<file path="src/rtl/verilab_gpio_arbiter.sv">
// Round-robin arbiter sharing the GPIO out/en/in register bank between NUM_REQ
// register requesters, with a registered response channel and a 2-flop input synchroniser.
module verilab_gpio_arbiter #(
    parameter int unsigned NUM_REQ = 2,
    parameter int unsigned GPIO_W  = 32,
    parameter int unsigned ID_W    = (NUM_REQ > 1) ? $clog2(NUM_REQ) : 1
) (
    input  logic                        clk,
    input  logic                        reset,
    input  logic [NUM_REQ-1:0]          req,
    input  logic [NUM_REQ-1:0]          we,
    input  logic [2*NUM_REQ-1:0]        addr,
    input  logic [GPIO_W*NUM_REQ-1:0]   wdata,
    output logic [NUM_REQ-1:0]          gnt,
    output logic                        rsp_valid,
    output logic [ID_W-1:0]             rsp_id,
    output logic [GPIO_W-1:0]           rsp_rdata,
    output logic                        rsp_err,
    input  logic [GPIO_W-1:0]           gpio_in,
    output logic [GPIO_W-1:0]           gpio_out,
    output logic [GPIO_W-1:0]           gpio_en
);

    localparam logic [1:0] ADDR_OUT = 2'd0;
    localparam logic [1:0] ADDR_EN  = 2'd1;
    localparam logic [1:0] ADDR_IN  = 2'd2;
    localparam logic [1:0] ADDR_TGL = 2'd3;

    logic [ID_W-1:0]   ptr;
    logic [ID_W-1:0]   gnt_idx;
    logic [ID_W-1:0]   next_ptr;
    logic              gnt_any;
    logic              active;
    logic              sel_we;
    logic [1:0]        sel_addr;
    logic [GPIO_W-1:0] sel_wdata;
    logic [GPIO_W-1:0] rdata_c;
    logic              err_c;
    logic [GPIO_W-1:0] sync1;
    logic [GPIO_W-1:0] sync2;

    // Search from ptr upward with wrap; the lowest rotation offset with req set wins.
    always_comb begin
        gnt_any = 1'b0;
        gnt_idx = '0;
        for (int unsigned off = 0; off < NUM_REQ; off++) begin
            for (int unsigned i = 0; i < NUM_REQ; i++) begin
                if (!gnt_any && req[i] && (i == (32'(ptr) + off) % NUM_REQ)) begin
                    gnt_any = 1'b1;
                    gnt_idx = ID_W'(i);
                end
            end
        end
    end

    assign active   = gnt_any && !reset;
    assign next_ptr = ID_W'((32'(gnt_idx) + 32'd1) % NUM_REQ);

    // One-hot grant and payload mux of the winning requester.
    always_comb begin
        gnt       = '0;
        sel_we    = 1'b0;
        sel_addr  = '0;
        sel_wdata = '0;
        for (int unsigned i = 0; i < NUM_REQ; i++) begin
            gnt[i] = active && (gnt_idx == ID_W'(i));
            if (gnt_idx == ID_W'(i)) begin
                sel_we    = we[i];
                sel_addr  = addr[2*i +: 2];
                sel_wdata = wdata[GPIO_W*i +: GPIO_W];
            end
        end
    end

    // Read data reflects register state before this cycle's write.
    always_comb begin
        rdata_c = '0;
        err_c   = 1'b0;
        case (sel_addr)
            ADDR_OUT: if (!sel_we) rdata_c = gpio_out;
            ADDR_EN:  if (!sel_we) rdata_c = gpio_en;
            ADDR_IN: begin
                if (sel_we) err_c   = 1'b1;
                else        rdata_c = sync2;
            end
            default:  err_c = !sel_we;
        endcase
    end

    always_ff @(posedge clk) begin
        if (reset) begin
            ptr       <= '0;
            sync1     <= '0;
            sync2     <= '0;
            gpio_out  <= '0;
            gpio_en   <= '0;
            rsp_valid <= 1'b0;
            rsp_id    <= '0;
            rsp_rdata <= '0;
            rsp_err   <= 1'b0;
        end else begin
            sync1     <= gpio_in;
            sync2     <= sync1;
            rsp_valid <= active;
            if (active) begin
                ptr       <= next_ptr;
                rsp_id    <= gnt_idx;
                rsp_rdata <= rdata_c;
                rsp_err   <= err_c;
                if (sel_we) begin
                    case (sel_addr)
                        ADDR_OUT: gpio_out <= sel_wdata;
                        ADDR_EN:  gpio_en  <= sel_wdata;
                        ADDR_TGL: gpio_out <= gpio_out ^ sel_wdata;
                        default:  ;
                    endcase
                end
            end
        end
    end

endmodule

</file>
<file path="config.mk">
export PLATFORM = sky130hd
export DESIGN_NAME = verilab_gpio_arbiter
export DESIGN_NICKNAME = d
export VERILOG_FILES = /design/src/rtl/verilab_gpio_arbiter.sv
export SDC_FILE = /design/constraint.sdc
export NUM_CORES = 1
export LEC_CHECK = 0
export ABC_AREA = 1
export CAP_MARGIN = 20
export CORE_UTILIZATION = 52
export DETAILED_ROUTE_END_ITERATION = 10
export GPL_TIMING_DRIVEN = 0
export PLACE_DENSITY_LB_ADDON = 0.05
export SKIP_CTS_REPAIR_TIMING = 1
export SYNTH_ARGS = -nofsm -noshare
export SYNTH_HDL_FRONTEND = slang
export SYNTH_SLANG_ARGS = --single-unit
</file>
<file path="constraint.sdc">
create_clock -name clk -period 2.7 [get_ports clk]
set_input_delay 0.27 -clock clk [delete_from_list [all_inputs] [get_ports clk]]
set_output_delay 0.27 -clock clk [all_outputs]
set_load 0.01 [all_outputs]
</file>
==> impl_metrics.ini <==
[floorplanning]
boundaryPins = 207
floorplan.die_area_um2 = 14500
placement_rows = 42
die_height_um = 120
core_um2 = 13500
die_width_um = 120
initial_utilization_pct = 54.1

[clocking]
clock-sinks = 164
cts.path.max_buffers = 2
clockRootBuffer = clkbuf_16
worstSkewPairLatency_ns = 0.43
cts_buffers = 17
tritoncts = done
clk_transition_reported_paths_ns = 0.07
cts-htree-levels = 4

[synthesis]
synth.ff_latch_count = 164
netlist_area_um2 = 7280
mappedNetlistNets = 1122
synth.yosys.seq_area_share_pct = 45.1
post_synth.cell_area_avg_um2 = 7.16
synth.distinct_cells = 24
synth_cells = 1016
yosys_warnings = 0

[setup_path]
largest_fanout_on_the_critical_path = 10
cp-start-kind = input pin
arrival_time_of_data_at_the_critical_path_endpoint_ns = 2.22
critical_path_required_ns = 2.43
worst_path_buffer_plus_inverter_count = 6
worstSetupEndpointType = output port
critical_path.max_stage_delay_ns = 0.54
criticalPathCategory = input pin to output port
critical_path.top_delay_family = buffers and inverters
crit_chain = clkdlybuf4s50_1 > inv_2 > nand2_4 > nand2_4 > buf_8 > clkinvlp_4 > buf_2 > nor2_1 > clkdlybuf4s50_1
cpMaxStageDelayCell = clkdlybuf4s50_1

[power]
pwr-share-seq_pct = 43.1
power_frac_clock_pct = 40.5
power.share.switching_pct = 28.9
power_per_cell_area_nw_per_um2 = 584
cellInternalPower_mw = 4.21
p_leak_nw = 4.28
comb_power_share_pct = 16.4
peakVddDrop_mv = 0.484
total_switching_power_mw = 1.71

[outcome]
status = completed

[timing]
fmax_mhz = 401
finalHoldViolations = 0
layout_worst_path_cycle_share_pct = 92.3
worst-slew-pin-transition_ns = 0.712
final_period_minus_worst_setup_slack_ns = 2.49
skew_final_ns = 0.00682
setup-violations-final = 0
hold_ws_ns = 0.329
layout_setup_ws_ns = 0.208
max_slew_violation_count = 0
setup_repair_after_global_routing_missed_its_margin = no
max-slew-margin-rel_pct = 52.5

[finish]
fin_area_um2 = 10100
utilization_pct = 75.4
layout-area-overhead-vs-synth_pct = 39.5
final_cells = 1430
antenna_diodes = 0
layout.nets = 1347
post_route_cells_drive_above_1_share_pct = 10.4

[global_routing]
number_of_global_route_vias_before_repair = 6823
antenna_found_initial = 0
pin_count_of_the_biggest_net_entering_global_routing = 18
grt_first_pass_wirelength_um = 35300
grt.overflow.total = 0
grt.total_usage_pct = 32.0

[detailed_routing]
drc_errors = 0
length_of_the_first_detailed_routing_pass_in_iterations = 6
wire_per_inst_um = 16.0
vias_per_cell = 5.27
routed_wl_um = 22900
ant_nets = 0
number_of_drc_markers_in_iteration_0 = 728
routed-via-count = 7533

[flow_run]
max-cap-violations = 0

[worst_hold_path]
min_path_type = input pin to flop

[placement]
portBuffers = 206
dp_hpwl_um = 16700
placedCellCount = 1398
pre_cts_slack_ns = -0.0261
post_placement_cell_area_um2 = 9560
placer_congestion_estimate = 0.926
-- state kept, by name, summed over array words and instances, names as in the netlist --
register   flops
ptr            1
rsp_valid      1
gpio_out      32
gpio_en       32
rsp_err        1
sync2         32
sync1         32
rsp_id         1
rsp_rdata     32
-- cells in the mapped netlist, drive strengths merged --
cell / instances / area (um^2)
nand3b: 1 / 7.51
nor2: 136 / 537
buf: 47 / 369
inv: 72 / 270
clkinv: 1 / 3.75
clkbuf: 21 / 78.8
dfxtp: 164 / 3280
a21oi: 65 / 325
o21ai: 3 / 30.0
nand2: 311 / 1240
nand3: 195 / 1130
-- cell type report --
| type | instances | area [um^2] |
|---|---|---|
| fillers | 1129 | 3300 |
| flip-flops and latches | 164 | 3280 |
| multi-input cells | 711 | 3270 |
| repair buffers | 206 | 2060 |
| plain buffers | 68 | 449 |
| clock buffers | 17 | 425 |
| inverters | 73 | 278 |
| well taps | 176 | 220 |
| clock inverters | 15 | 159 |
-- logic make-up (layout without fill, tap and decap cells) --
logic type	after synthesis	in the layout	share of synthesized area [%]
flops	164	164	45.1
buf+inv	141	379	9.92
simple gates	643	643	40.1
compound gates	68	68	4.88
-- final timing paths --
kind | start | endpoint | slack [ns] | cells after the start
worst max register to register | ptr | gpio_en[8] | 0.74 | 10
worst min register to register | sync1[6] | sync2[6] | 0.40 | 2
worst min-delay path | req[1] | rsp_rdata[31] | 0.33 | 4
worst max-delay path | req[0] | gnt[1] | 0.21 | 9
-- worst min-delay path, cell delays in order --
cell            delay [ns]
dlymetal6s2s_1        0.23
nor2_1                0.09
nand3_1               0.08
nand2_1               0.05
-- cell usage in the layout, fill, tap and decap left out, types with 19 or more instances in the layout --
| cell | instances |
|---|---|
| inv_1 | 69 |
| nand2_1 | 296 |
| clkbuf_1 | 21 |
| nor2_1 | 133 |
| nand3_2 | 30 |
| dfxtp_1 | 164 |
| buf_2 | 19 |
| nand3_1 | 165 |
| clkdlybuf4s50_1 | 205 |
| a21oi_1 | 65 |
-- layer usage --
metal / up-vias / global-route usage, % / wire length (um)
li1: 3662 / - / -
met3: 59 / 8.21 / 2460
met5: - / 0 / 0
met2: 436 / 51.7 / 10500
met4: 0 / 13.4 / 675
met1: 3376 / 40.4 / 9220
-- power groups by stage --
| stage | Combinational (mW) | Sequential [mW] | Clock, mW |
|---|---|---|---|
| finish | 0.973 | 2.55 | 2.40 |
| global route | 1.05 | 2.56 | 2.51 |
| CTS | 0.962 | 2.55 | 2.40 |
| detailed placement | 0.953 | 2.60 | 0 |
| global placement | 0.943 | 2.60 | 0 |
| floorplan | 0.514 | 2.61 | 0 |
-- per-stage QoR --
step	setup TNS [ns]	power, mW
detailed placement	-0.0261	3.56
global placement	0	3.55
CTS	-0.0304	5.91
floorplan	0	3.12
finish	0	5.93
global route	0	6.11
Note: power is estimated with default switching activity, not from simulation.
